## config.mk

```make
export PLATFORM = sky130hd
export DESIGN_NAME = silife_gen_ctrl
export DESIGN_NICKNAME = d
export VERILOG_FILES = /design/src/rtl/silife_gen_ctrl_pkg.sv /design/src/rtl/silife_gen_timer.sv /design/src/rtl/silife_gen_ctrl.sv
export SDC_FILE = /design/constraint.sdc
export NUM_CORES = 1
export LEC_CHECK = 0
export ABC_AREA = 1
export BUFFER_PORTS_ARGS = -buffer_cell sky130_fd_sc_hd__buf_2
export CELL_PAD_IN_SITES_DETAIL_PLACEMENT = 1
export CELL_PAD_IN_SITES_GLOBAL_PLACEMENT = 1
export CORE_MARGIN = 1
export CORE_UTILIZATION = 44
export CTS_BUF_LIST = sky130_fd_sc_hd__clkbuf_2 sky130_fd_sc_hd__clkbuf_4 sky130_fd_sc_hd__clkbuf_8
export CTS_CLUSTER_DIAMETER = 200
export DETAILED_ROUTE_END_ITERATION = 10
export HOLD_SLACK_MARGIN = 0.08
export PLACE_DENSITY = 0.85
export SLEW_MARGIN = 5
export SYNTH_ARGS = -nofsm -noshare
export SYNTH_HDL_FRONTEND = slang
export SYNTH_SLANG_ARGS = --single-unit
```

## constraint.sdc

```tcl
create_clock -name clk -period 2.62 [get_ports clk]
set_input_delay 0.262 -clock clk [delete_from_list [all_inputs] [get_ports clk]]
set_output_delay 0.262 -clock clk [all_outputs]
set_load 0.02 [all_outputs]
```

## src/rtl/silife_gen_ctrl_pkg.sv

```systemverilog
`default_nettype none
// silife_gen_ctrl_pkg -- register map, CTRL/STATUS bit indices and FSM encodings for the SiLife sequencer.
// rev 1.0
package silife_gen_ctrl_pkg;

    localparam logic [11:0] LOCAL_WINDOW  = 12'h000;
    localparam logic [11:0] MATRIX_WINDOW = 12'h001;

    localparam logic [11:0] REG_CTRL   = 12'h000;
    localparam logic [11:0] REG_PERIOD = 12'h004;
    localparam logic [11:0] REG_STEPS  = 12'h008;
    localparam logic [11:0] REG_GEN    = 12'h00C;
    localparam logic [11:0] REG_STATUS = 12'h010;

    localparam int CTRL_RUN    = 0;
    localparam int CTRL_STEP   = 1;
    localparam int CTRL_MAX_EN = 2;
    localparam int CTRL_IRQ_EN = 3;

    localparam int STATUS_DONE    = 0;
    localparam int STATUS_RUNNING = 1;

    localparam logic [1:0] ST_IDLE = 2'd0;
    localparam logic [1:0] ST_RUN  = 2'd1;
    localparam logic [1:0] ST_STEP = 2'd2;

endpackage
`default_nettype wire

```

## src/rtl/silife_gen_timer.sv

```systemverilog
`default_nettype none
// silife_gen_timer -- reloading down-counter; tick while running and the count is zero.
// rev 1.0
module silife_gen_timer #(
    parameter int PERIOD_W = 16
) (
    input  logic                clk,
    input  logic                reset,
    input  logic                load,
    input  logic                run,
    input  logic [PERIOD_W-1:0] reload_val,
    output logic                tick
);

    logic [PERIOD_W-1:0] count;

    always_ff @(posedge clk) begin
        if (reset) begin
            count <= '0;
        end else if (load) begin
            count <= reload_val;
        end else if (run) begin
            // reload_val is sampled here, so a new PERIOD lands at the next wrap
            if (count == '0) begin
                count <= reload_val;
            end else begin
                count <= count - PERIOD_W'(1);
            end
        end
    end

    assign tick = run && (count == '0);

endmodule
`default_nettype wire

```

## src/rtl/silife_gen_ctrl.sv

```systemverilog
`default_nettype none
// silife_gen_ctrl -- Wishbone-controlled generation sequencer for the SiLife core.
// rev 1.0
module silife_gen_ctrl
    import silife_gen_ctrl_pkg::*;
#(
    parameter int PERIOD_W = 16,
    parameter int STEPS_W  = 16,
    parameter int GEN_W    = 32
) (
    input  logic        clk,
    input  logic        reset,
    input  logic        i_wb_cyc,
    input  logic        i_wb_stb,
    input  logic        i_wb_we,
    input  logic [31:0] i_wb_addr,
    input  logic [31:0] i_wb_data,
    output logic        o_wb_ack,
    output logic [31:0] o_wb_data,
    output logic        o_mx_stb,
    input  logic        i_mx_ack,
    input  logic [31:0] i_mx_data,
    output logic        o_gen_tick,
    output logic        o_max7219_en,
    output logic        o_irq
);

    logic                local_sel;
    logic                mx_sel;
    logic [11:0]         offset;
    logic                access;
    logic                wr_ctrl;
    logic                wr_period;
    logic                wr_steps;
    logic                wr_gen;
    logic                wr_status;

    logic                ack_q;
    logic [31:0]         rdata_q;
    logic [31:0]         rd_mux;
    logic                run_q;
    logic                max_en_q;
    logic                irq_en_q;
    logic [PERIOD_W-1:0] period_q;
    logic [STEPS_W-1:0]  steps_q;
    logic [GEN_W-1:0]    gen_q;
    logic                done_q;
    logic [1:0]          state_q;
    logic                gen_tick_q;

    logic [PERIOD_W-1:0] reload_val;
    logic                timer_tick;
    logic                start_run;
    logic                start_step;
    logic                stop_req;
    logic                fire;
    logic                finish;
    logic                unused_bits;

    assign unused_bits = ^{i_wb_addr[31:24], i_wb_data};

    assign offset    = i_wb_addr[11:0];
    assign local_sel = (i_wb_addr[23:12] == LOCAL_WINDOW);
    assign mx_sel    = (i_wb_addr[23:12] == MATRIX_WINDOW);

    // Blocking on ack_q keeps a held strobe from being acked on consecutive cycles
    assign access    = i_wb_cyc && i_wb_stb && local_sel && !ack_q;
    assign wr_ctrl   = access && i_wb_we && (offset == REG_CTRL);
    assign wr_period = access && i_wb_we && (offset == REG_PERIOD);
    assign wr_steps  = access && i_wb_we && (offset == REG_STEPS);
    assign wr_gen    = access && i_wb_we && (offset == REG_GEN);
    assign wr_status = access && i_wb_we && (offset == REG_STATUS);

    assign reload_val = (period_q == '0) ? '0 : (period_q - PERIOD_W'(1));

    assign start_run  = wr_ctrl && i_wb_data[CTRL_RUN] && (state_q == ST_IDLE);
    assign start_step = wr_ctrl && i_wb_data[CTRL_STEP] && !i_wb_data[CTRL_RUN]
                        && (state_q == ST_IDLE);
    assign stop_req   = wr_ctrl && !i_wb_data[CTRL_RUN];

    assign fire   = ((state_q == ST_RUN) && timer_tick && !stop_req) || (state_q == ST_STEP);
    assign finish = fire && (steps_q == STEPS_W'(1)) && !wr_steps;

    silife_gen_timer #(
        .PERIOD_W (PERIOD_W)
    ) u_timer (
        .clk        (clk),
        .reset      (reset),
        .load       (start_run),
        .run        (state_q == ST_RUN),
        .reload_val (reload_val),
        .tick       (timer_tick)
    );

    always_ff @(posedge clk) begin
        if (reset) begin
            state_q <= ST_IDLE;
        end else begin
            case (state_q)
                ST_IDLE: begin
                    if (start_run) begin
                        state_q <= ST_RUN;
                    end else if (start_step) begin
                        state_q <= ST_STEP;
                    end
                end
                ST_RUN: begin
                    if (stop_req || finish) begin
                        state_q <= ST_IDLE;
                    end
                end
                ST_STEP: state_q <= ST_IDLE;
                default: state_q <= ST_IDLE;
            endcase
        end
    end

    always_ff @(posedge clk) begin
        if (reset) begin
            run_q      <= 1'b0;
            max_en_q   <= 1'b0;
            irq_en_q   <= 1'b0;
            period_q   <= PERIOD_W'(1);
            steps_q    <= '0;
            gen_q      <= '0;
            done_q     <= 1'b0;
            gen_tick_q <= 1'b0;
        end else begin
            gen_tick_q <= fire;

            if (finish) begin
                run_q <= 1'b0;
            end else if (wr_ctrl) begin
                run_q <= i_wb_data[CTRL_RUN];
            end
            if (wr_ctrl) begin
                max_en_q <= i_wb_data[CTRL_MAX_EN];
                irq_en_q <= i_wb_data[CTRL_IRQ_EN];
            end

            if (wr_period) begin
                period_q <= i_wb_data[PERIOD_W-1:0];
            end

            if (wr_steps) begin
                steps_q <= i_wb_data[STEPS_W-1:0];
            end else if (fire && (steps_q != '0)) begin
                steps_q <= steps_q - STEPS_W'(1);
            end

            if (wr_gen) begin
                gen_q <= '0;
            end else if (fire) begin
                gen_q <= gen_q + GEN_W'(1);
            end

            if (finish) begin
                done_q <= 1'b1;
            end else if (wr_status && i_wb_data[STATUS_DONE]) begin
                done_q <= 1'b0;
            end
        end
    end

    always_comb begin
        rd_mux = '0;
        case (offset)
            REG_CTRL: begin
                rd_mux[CTRL_RUN]    = run_q;
                rd_mux[CTRL_MAX_EN] = max_en_q;
                rd_mux[CTRL_IRQ_EN] = irq_en_q;
            end
            REG_PERIOD: rd_mux[PERIOD_W-1:0] = period_q;
            REG_STEPS:  rd_mux[STEPS_W-1:0]  = steps_q;
            REG_GEN:    rd_mux[GEN_W-1:0]    = gen_q;
            REG_STATUS: begin
                rd_mux[STATUS_DONE]    = done_q;
                rd_mux[STATUS_RUNNING] = (state_q == ST_RUN);
            end
            default: rd_mux = '0;
        endcase
    end

    always_ff @(posedge clk) begin
        if (reset) begin
            ack_q   <= 1'b0;
            rdata_q <= '0;
        end else begin
            ack_q <= access;
            if (access && !i_wb_we) begin
                rdata_q <= rd_mux;
            end
        end
    end

    assign o_mx_stb     = i_wb_stb && mx_sel;
    assign o_wb_ack     = mx_sel ? i_mx_ack : ack_q;
    assign o_wb_data    = mx_sel ? i_mx_data : rdata_q;
    assign o_gen_tick   = gen_tick_q;
    assign o_max7219_en = max_en_q;
    assign o_irq        = done_q && irq_en_q;

endmodule
`default_nettype wire
```

* Word-level counts from Yosys, hierarchy flattened
Cells that the tools add are included.
** Word-level totals
- Register bits :: 120
** Operators by class
- $add $sub $neg :: 4
- Equality and inequality tests :: 10
- Muxes and demuxes :: 19
- Reduce and logical (&&, ||, !) cells :: 44
** Operators by type and width (number)
- $mux 16 :: 7
- $sub 16x1->16 const B :: 3
- $pmux 12 s3 :: 1
- $add 32x1->32 const B :: 1
- $logic_not 16->1 :: 2
- $mux 32 :: 1
- $logic_and 1x1->1 :: 25
- $eq 12x4->1 const B :: 2
- $logic_not 12->1 :: 2
- $eq 16x1->1 const B :: 1
- $reduce_bool 16->1 :: 1
- $eq 12x1->1 const B :: 1
- $eq 12x3->1 const B :: 1
- $eq 12x5->1 const B :: 1
- $pmux 2 s4 :: 1
- $mux 2 :: 3
- $reduce_bool 2->1 :: 3
- $logic_not 1->1 :: 5
- $pmux 1 s5 :: 1
- $pmux 1 s4 :: 1
- $pmux 2 s2 :: 1
- $reduce_or 2->1 :: 2
- $mux 1 :: 3
- $ne 3x3->1 const B :: 1
- 6 further kinds :: 7

* Depth between registers and ports, before layout
Gate-level depths: netlist of run 1.
- Depth after elaboration :: 14
- Mapped depth :: 14
- Gate-level depth less buffers :: 13

* By module
From an unflattened synthesis of run 1, not the netlist that was laid out.
** Second synthesis, totals
- Cell total of the unflattened synthesis :: 1176
- Area, all modules :: 7717.4 µm²
** By module, submodules not included
- silife_gen_ctrl :: times used 1, cells an instance 964, area each 6470.0 µm²
- silife_gen_timer :: times used 1, cells an instance 212, area each 1247.4 µm²

* Worst setup path before layout of run 1
OpenSTA, ideal clock, no wires.
- Path kind :: input to output
- From :: input port i_wb_addr[23]
- To :: output port o_wb_ack
- Arrival time :: 1.544 ns
- Required time :: 2.358 ns
- Path slack :: 0.814 ns
- Cell stages on the path :: 6
- Cell sequence :: nor2_1 > nand2_1 > nor2_4 > nand4_1 > clkbuf_1 > a21oi_1
** Between the ends
- Longest elaborated chain between the ends :: 2
** Ends and longest elaborated chain
- start: declaration :: line silife_gen_ctrl.sv:16 : input logic [31:0] i_wb_addr,
- $eq 12x1->1 :: line silife_gen_ctrl.sv:64 : assign mx_sel = (i_wb_addr[23:12] == MATRIX_WINDOW);
- $mux 1 :: line silife_gen_ctrl.sv:197 : assign o_wb_ack = mx_sel ? i_mx_ack : ack_q;
- end: declaration :: line silife_gen_ctrl.sv:18 : output logic o_wb_ack,
No other way between the ends.

* Final worst setup path of run 1
- From :: register period_q[1]
- To :: register u_timer.count[1]
** Between the ends
- Longest elaborated chain between the ends :: 5
- Elaborated cells on any way between the ends :: 6
** Ends and longest elaborated chain
- start: declaration :: line silife_gen_ctrl.sv:44 : logic [PERIOD_W-1:0] period_q;
- start signal: assignment :: line silife_gen_ctrl.sv:142 : period_q <= i_wb_data[PERIOD_W-1:0];
- $sub 16x1->16 or $logic_not 16->1 (tied branches) :: line silife_gen_ctrl.sv:74 : assign reload_val = (period_q == '0) ? '0 : (period_q - PERIOD_W'(1));
- $mux 16 (*) :: line silife_gen_ctrl.sv:74
- $mux 16 :: line silife_gen_timer.sv:24 : if (count == '0) begin
- $mux 16 :: line silife_gen_timer.sv:22 : end else if (run) begin
- $mux 16 (*) :: line silife_gen_timer.sv:20 : end else if (load) begin
- end signal: assignment :: line silife_gen_timer.sv:21 : count <= reload_val;
- end signal: assignment :: line silife_gen_timer.sv:25 : count <= reload_val;
- end signal: assignment :: line silife_gen_timer.sv:27 : count <= count - PERIOD_W'(1);
- end: declaration :: line silife_gen_timer.sv:15 : logic [PERIOD_W-1:0] count;
Mark *: on every way between the ends. The rest lies on a longest branch, timed or not. The select of a mux whose other input is x is not followed.
A chain may end at the register's enable or synchronous reset.

==> results.tsv, run 1 <==
stage	metric	value	unit
placed_design	gp_congestion	0.9484	
detailed_routing	drc	0	
critical_path	cp.required	2980	ps
finish	final_cell_area	0.008722	mm²
global_route	grt-ovfl-total	0	
synth	post_synth_inst_count	1115	
clocking	tritoncts	built	
critical_path	crit_family	simple AND/OR/NAND/NOR gates	
clocking	clock_latency	470	ps
synth	synth_area_leaders	dfxtp_1 32%, nand2_1 13%, nor2_1 7.5%, nand3_1 6.6%, a21oi_1 6.4%	
sta	setup_viol	0	
critical_path	arrival	2680	ps
placed_design	dp_hpwl	19.47	mm
synth	muxShareOfSynthArea	4.786	%
placed_design	placed_cell_area	0.008254	mm²
synth	synth_top_flop_cell	dfxtp_1	
synth	ys_seq_area_share	31.91	%
die	die_x	132.8	µm
hold_path	hold_class	input port to flip-flop	
detailed_routing	drt_iter0_markers	678	
sta	tightest_slew	651.3	ps
sta	fin_hold_ws	92.85	ps
die	pin_count	139	
detailed_routing	dr.pass1.iters	5	
clocking	cts.path.max_buffers	2	
synth	yosysTopAreaCellShare	31.91	%
synth	ys_ff_latch	120	
global_route	grt_pass1_vias	7948	
critical_path	cp-start-kind	flip-flop	
clocking	post_cts_buffers	0	
critical_path	path_class	flip-flop to flip-flop	
finish	drive_gt1_share	19.65	%
flow_run	cap_violations	0	
die	core_area	0.01664	mm²
clocking	clock-sinks	120	
critical_path	path_buf_inv	1	
synth	synth_compound_area_share	13.66	%
synth	syn_area_per_cell	6.752	µm²
clocking	cts-root-buf	clkbuf_8	
critical_path	cp_slowest_cell	dfxtp_1	
critical_path	crit_top_cell	nor2_1	
detailed_routing	antenna_left	0	
synth	syn-cell-area	0.007528	mm²
global_route	grt_max_degree	58	
placed_design	dp.cells	1428	
sta	finalHoldViolCount	0	
synth	synth_top_family_by_area	simple AND/OR/NAND/NOR gates	
synth	synth-edff-count	0	
die	std_cell_rows	47	
critical_path	slowest_delay	320	ps
global_route	grt_pass1_wl	41.97	mm
power_and_ir_drop	power.density	449.1	mW/mm²
synth	synthXorXnorAreaFrac	5.584	%
sta	finalMaxSlewViolations	0	
finish	finalNonFillerCells	1462	
clocking	clk_pin_slew	80	ps
critical_path	crit_chain	inv_1 -> ha_1 -> nand3_1 -> nor2_1 -> nand3_1 -> nor2_1 -> nand2_1 -> nand2_1 -> nor2_1 -> nor2_1 -> nor2_1	
synth	yosys.area_share.simple	34.73	%
sta	fmax	0.4311	GHz
synth	synth_cell_types	42	
power_and_ir_drop	peakVddDrop	0.3085	mV
synth	synth_adder_area_share	0.9972	%
global_route	grt.total_usage	30.42	%
die	dieArea	0.01764	mm²
synth	synth.net_count	1223	
sta	tns	0	ps
finish	syn_to_final_growth	15.86	%
detailed_routing	num_vias	8065	
synth	netlist_top_cells_count	255 x nand2_1, 151 x nor2_1, 120 x dfxtp_1, 99 x nand3_1, 96 x a21oi_1	
sta	clock-skew-final	9.162	ps
clocking	numCtsBuffers	17	
sta	slew_headroom	56.58	%
power_and_ir_drop	leakage	0.003723	µW
critical_path	path_max_fanout	12	
global_route	antenna_found_initial	0	
synth	ys.warnings.count	0	
die	initial_core_util	45.24	%
detailed_routing	avgRoutedWirePerCell	17.73	µm
finish	nets	1337	
finish	num_antenna_cells	0	
placed_design	port_buffers	114	
synth	yosys.area.top_type	dfxtp_1	
sta	rsz0062_at_grt	false	
sta	period_share	88.54	%
critical_path	cp-end-kind	flip-flop	
status	status	completed	
detailed_routing	vias_per_cell	5.516	
clocking	cts_max_level	4	
sta	fin_crit	2320	ps
power_and_ir_drop	p_total	3917	µW
synth	async_reset_ff_share	0	%
die	die_h	132.8	µm
synth	synth_most_common_cell	nand2_1	
detailed_routing	routed_wl	25.92	mm
layout make-up:
class / count / area (µm²)
multi-input cells: 857 / 4499
flip-flops and latches: 120 / 2402
inverters: 99 / 371.6
fillers: 2251 / 7920
well taps: 220 / 275.3
clock inverters: 15 / 214.0
repair buffers: 134 / 725.7
clock buffers: 17 / 234.0
final timing paths:
check | startpoint | end | slack (ps) | cells past startpoint
worst max-delay path | period_q[1] | u_timer.count[1] | 300 | 11
worst min-delay path | i_wb_data[4] | period_q[4] | 90 | 3
worst max register to register | period_q[1] | u_timer.count[1] | 300 | 11
worst min register to register | rdata_q[8] | rdata_q[8] | 470 | 2
power breakdown:
| group | switching [µW] | total [µW] | internal, µW |
|---|---|---|---|
| registers | 0.00147 | 1820 | 1820 |
| clock network | 880 | 1940 | 1060 |
| logic | 95.0 | 156 | 61.4 |
logic make-up (layout without fill, tap and decap cells):
group	after synthesis	after routing
AND/OR/NAND/NOR	584	584
flip-flops	120	120
XOR/XNOR	48	48
AO/OA/AOI/OAI	187	187
multiplexers	32	32
adder cells (fa/ha/maj)	6	6
buffers and inverters	138	265
metal layers:
metal | track usage [%] | wire length [µm]
met5 | 0 | 0
met4 | 11.94 | 605
met3 | 4.789 | 1586
met2 | 48.17 | 11710
met1 | 41.27 | 12020
through the flow:
| step | utilization (%) | worst slack (ps) |
|---|---|---|
| CTS | 52.41 | 297.4 |
| floorplan | - | 814.4 |
| global placement | 49.60 | 457.2 |
| global route | 52.41 | 129.2 |
| finish | 52.41 | 300.3 |
| detailed placement | 49.60 | 348.8 |
tightest hold or removal path, stage by stage:
cell and delay, ps:
buf_2 100, inv_1 80, a211oi_1 70
flip-flops by register name, summed over array words and instances (netlist names):
| name | cells |
|---|---|
| irq_en_q | 1 |
| u_timer.count | 16 |
| run_q | 1 |
| done_q | 1 |
| ack_q | 1 |
| state_q | 2 |
| o_gen_tick | 1 |
| period_q | 16 |
| o_max7219_en | 1 |
| gen_q | 32 |
| rdata_q | 32 |
| steps_q | 16 |
cells in the final DEF (no fill, tap or decap), drive strengths merged:
cell / instances
a211oi: 4
a21boi: 1
a21oi: 98
a31oi: 5
and2: 1
buf: 132
bufinv: 4
clkbuf: 17
clkinv: 5
clkinvlp: 1
dfxtp: 120
dlygate4sd3: 2
ha: 6
inv: 104
mux2: 32
nand2: 266
nand3: 104
nand4: 15
nor2: 167
nor3: 28
o211a: 1
o211ai: 5
o21ai: 64
o221ai: 3
o22ai: 6
or2: 3
xnor2: 13
xor2: 35
repair_timing:
action | 4_1_cts | 5_1_grt
setup endpoints to repair | 0 | 0
gates resized for setup | 0 | 0
hold endpoints to repair | 2 | 0
hold buffers | 2 | 0
Note: power is estimated with default switching activity, not from simulation.
==> inputs of run 2 (changes only) <==
==> constraint.sdc (replaced) <==
create_clock -name clk -period 2.62 [get_ports clk]
set_input_delay 0.131 -clock clk [delete_from_list [all_inputs] [get_ports clk]]
set_output_delay 0.131 -clock clk [all_outputs]
set_load 0.02 [all_outputs]
==> run 2 against run 1 <==
Net effect:
- final area up 1.1%
- setup slack better by 18 ps
- fmax up 0.78%
==> results.tsv, run 2 (synthesis results as in run 1) <==
stage	metric	value	unit	change
sta	finalMaxSlewViolations	0		unchanged
critical_path	cp_slowest_cell	dfxtp_1		
sta	slew_headroom	56.86	%	+0.28 points
critical_path	cp.required	2970	ps	about the same
status	status	completed		
critical_path	cp-end-kind	flip-flop		
critical_path	arrival	2650	ps	-30 ps
sta	tns	0	ps	unchanged
power_and_ir_drop	peakVddDrop	0.3268	mV	+5.9%
placed_design	gp_congestion	0.9696		+2.2%
detailed_routing	drt_iter0_markers	563		-17%
global_route	globalRouteMet1Util	41.27	%	about the same
finish	syn_to_final_growth	17.10	%	
power_and_ir_drop	p_total	3735	µW	-4.7%
critical_path	path_buf_inv	1		unchanged
hold_path	min_path_cells	6		+3
critical_path	slowest_delay	320	ps	about the same
sta	rsz0062_at_grt	false		
power_and_ir_drop	power.density	423.6	mW/mm²	-5.7%
global_route	grt_max_degree	58		unchanged
die	core_area	0.01664	mm²	unchanged
clocking	cts_max_level	4		unchanged
sta	period_share	87.85	%	-0.69 points
critical_path	path_class	flip-flop to flip-flop		
sta	finalHoldViolCount	0		unchanged
sta	fmax	0.4345	GHz	+0.78%
die	initial_core_util	45.24	%	unchanged
global_route	antenna_found_initial	0		unchanged
critical_path	cp.depth	11		unchanged
global_route	grt_pass1_wl	42.83	mm	+2.0%
clocking	cts-root-buf	clkbuf_8		
detailed_routing	dr.pass1.iters	5		unchanged
placed_design	dp_hpwl	19.70	mm	+1.2%
clocking	clock_latency	470	ps	about the same
clocking	clock-sinks	120		unchanged
die	dieArea	0.01764	mm²	unchanged
hold_path	holdCritStartpoint	i_wb_addr[17]		
detailed_routing	routed_wl	26.77	mm	+3.3%
die	pin_count	139		unchanged
critical_path	reg2reg_from	period_q[1]		
clocking	numCtsBuffers	17		unchanged
detailed_routing	drc	0		unchanged
placed_design	port_buffers	114		unchanged
critical_path	crit_family	simple AND/OR/NAND/NOR gates		
critical_path	cp-start-kind	flip-flop		
clocking	ctsResizeCount	0		unchanged
finish	reg_top3	gen_q (32), rdata_q (32)		
sta	fin_crit	2302	ps	-18.02 ps
sta	setup_viol	0		unchanged
clocking	clk_pin_slew	80	ps	about the same
global_route	grt.total_usage	31.23	%	+0.81 points
clocking	tritoncts	built		
finish	num_antenna_cells	0		unchanged
detailed_routing	vias_per_cell	5.498		-0.33%
critical_path	crit_chain	inv_1 -> ha_1 -> nand3_1 -> nor2_1 -> nand3_1 -> nor2_1 -> nand2_1 -> nand2_1 -> nor2_1 -> nor2_1 -> nor2_1		
critical_path	path_max_fanout	12		unchanged
die	std_cell_rows	47		unchanged
finish	mostFrequentLayoutCells	255 x nand2_1, 151 x nor2_1, 120 x dfxtp_1		
global_route	grtUsageMet3	6.743	%	+2.0 points
sta	clock-skew-final	13.96	ps	+4.795 ps
die	die_h	132.8	µm	unchanged
hold_path	hold_class	input port to flip-flop		
global_route	grt-ovfl-total	0		unchanged
critical_path	crit_top_cell	nor2_1		
finish	nets	1349		+0.90%
detailed_routing	num_vias	8104		+0.48%
detailed_routing	avgRoutedWirePerCell	18.16	µm	+2.4%
global_route	top_usage_layer	met2		
critical_path	startpoint	period_q[1]		
critical_path	r2r.worst_path.cells	11		unchanged
flow_run	cap_violations	0		unchanged
global_route	grt_pass1_vias	8054		+1.3%
finish	final_common_cell	nand2_1		
power_and_ir_drop	leakage	0.003740	µW	+0.45%
die	die_x	132.8	µm	unchanged
sta	tightest_slew	647.1	ps	-4.234 ps
finish	drive_gt1_share	19.22	%	-0.43 points
clocking	cts.path.max_buffers	2		unchanged
global_route	grtUsageMet2	49.48	%	+1.3 points
detailed_routing	antenna_left	0		unchanged
run 2: power breakdown:
part           leakage, µW  switching, µW  internal, µW
clock network     0.000192            872           863
registers         0.000966        0.00135          1820
logic              0.00258            102          76.2
run 2: path summary, 6_finish.rpt:
kind | slack [ps] | to
worst min-delay path | 120 | ack_q
worst min register to register | 470 | rdata_q[8]
worst max-delay path | 320 | u_timer.count[1]
worst max register to register | 320 | u_timer.count[1]
run 2: metrics by stage:
stage | setup WS (ps) | util [%] | hold slack, ps | std cells | cell area, µm²
after global routing | 87.17 | 52.97 | 159.3 | 1474 | 8816
after CTS | 316.8 | 52.97 | 107.8 | 1474 | 8816
after detailed placement | 394.5 | 49.54 | 416.2 | 1425 | 8244
after floorplan | 844.9 | - | 257.4 | 1115 | 7528
after global placement | 483.1 | 49.54 | 401.5 | 1425 | 8244
final | 318.3 | 52.97 | 124.2 | 1474 | 8816
run 2: routing by layer:
layer	vias to the layer above	wire length, µm
met3	55	1599
met2	269	12170
met1	3866	12280
li1	3914	-
met5	-	0
met4	0	721
run 2: worst register-to-register path, delay by kind of cell, from the launching register on:
family	cells	cell delay, ps
flip-flops	1	320
buffers and inverters	1	100
AND/OR/NAND/NOR	9	1560
adder cells (fa/ha/maj)	1	210
run 2: area by class of cell:
cell class | count | area [µm²]
clock buffer | 21 | 289.0
inverter | 99 | 371.6
clock inverter | 11 | 112.6
tap | 220 | 275.3
timing repair buffer | 146 | 865.8
fill | 2278 | 7826
multi-input combinational | 857 | 4499
sequential | 120 | 2402
run 2: what timing repair did:
action | 4_1_cts | 5_1_grt
hold buffers | 17 | 0
endpoints found under the hold margin | 33 | 0
buffers inserted | 0 | 0
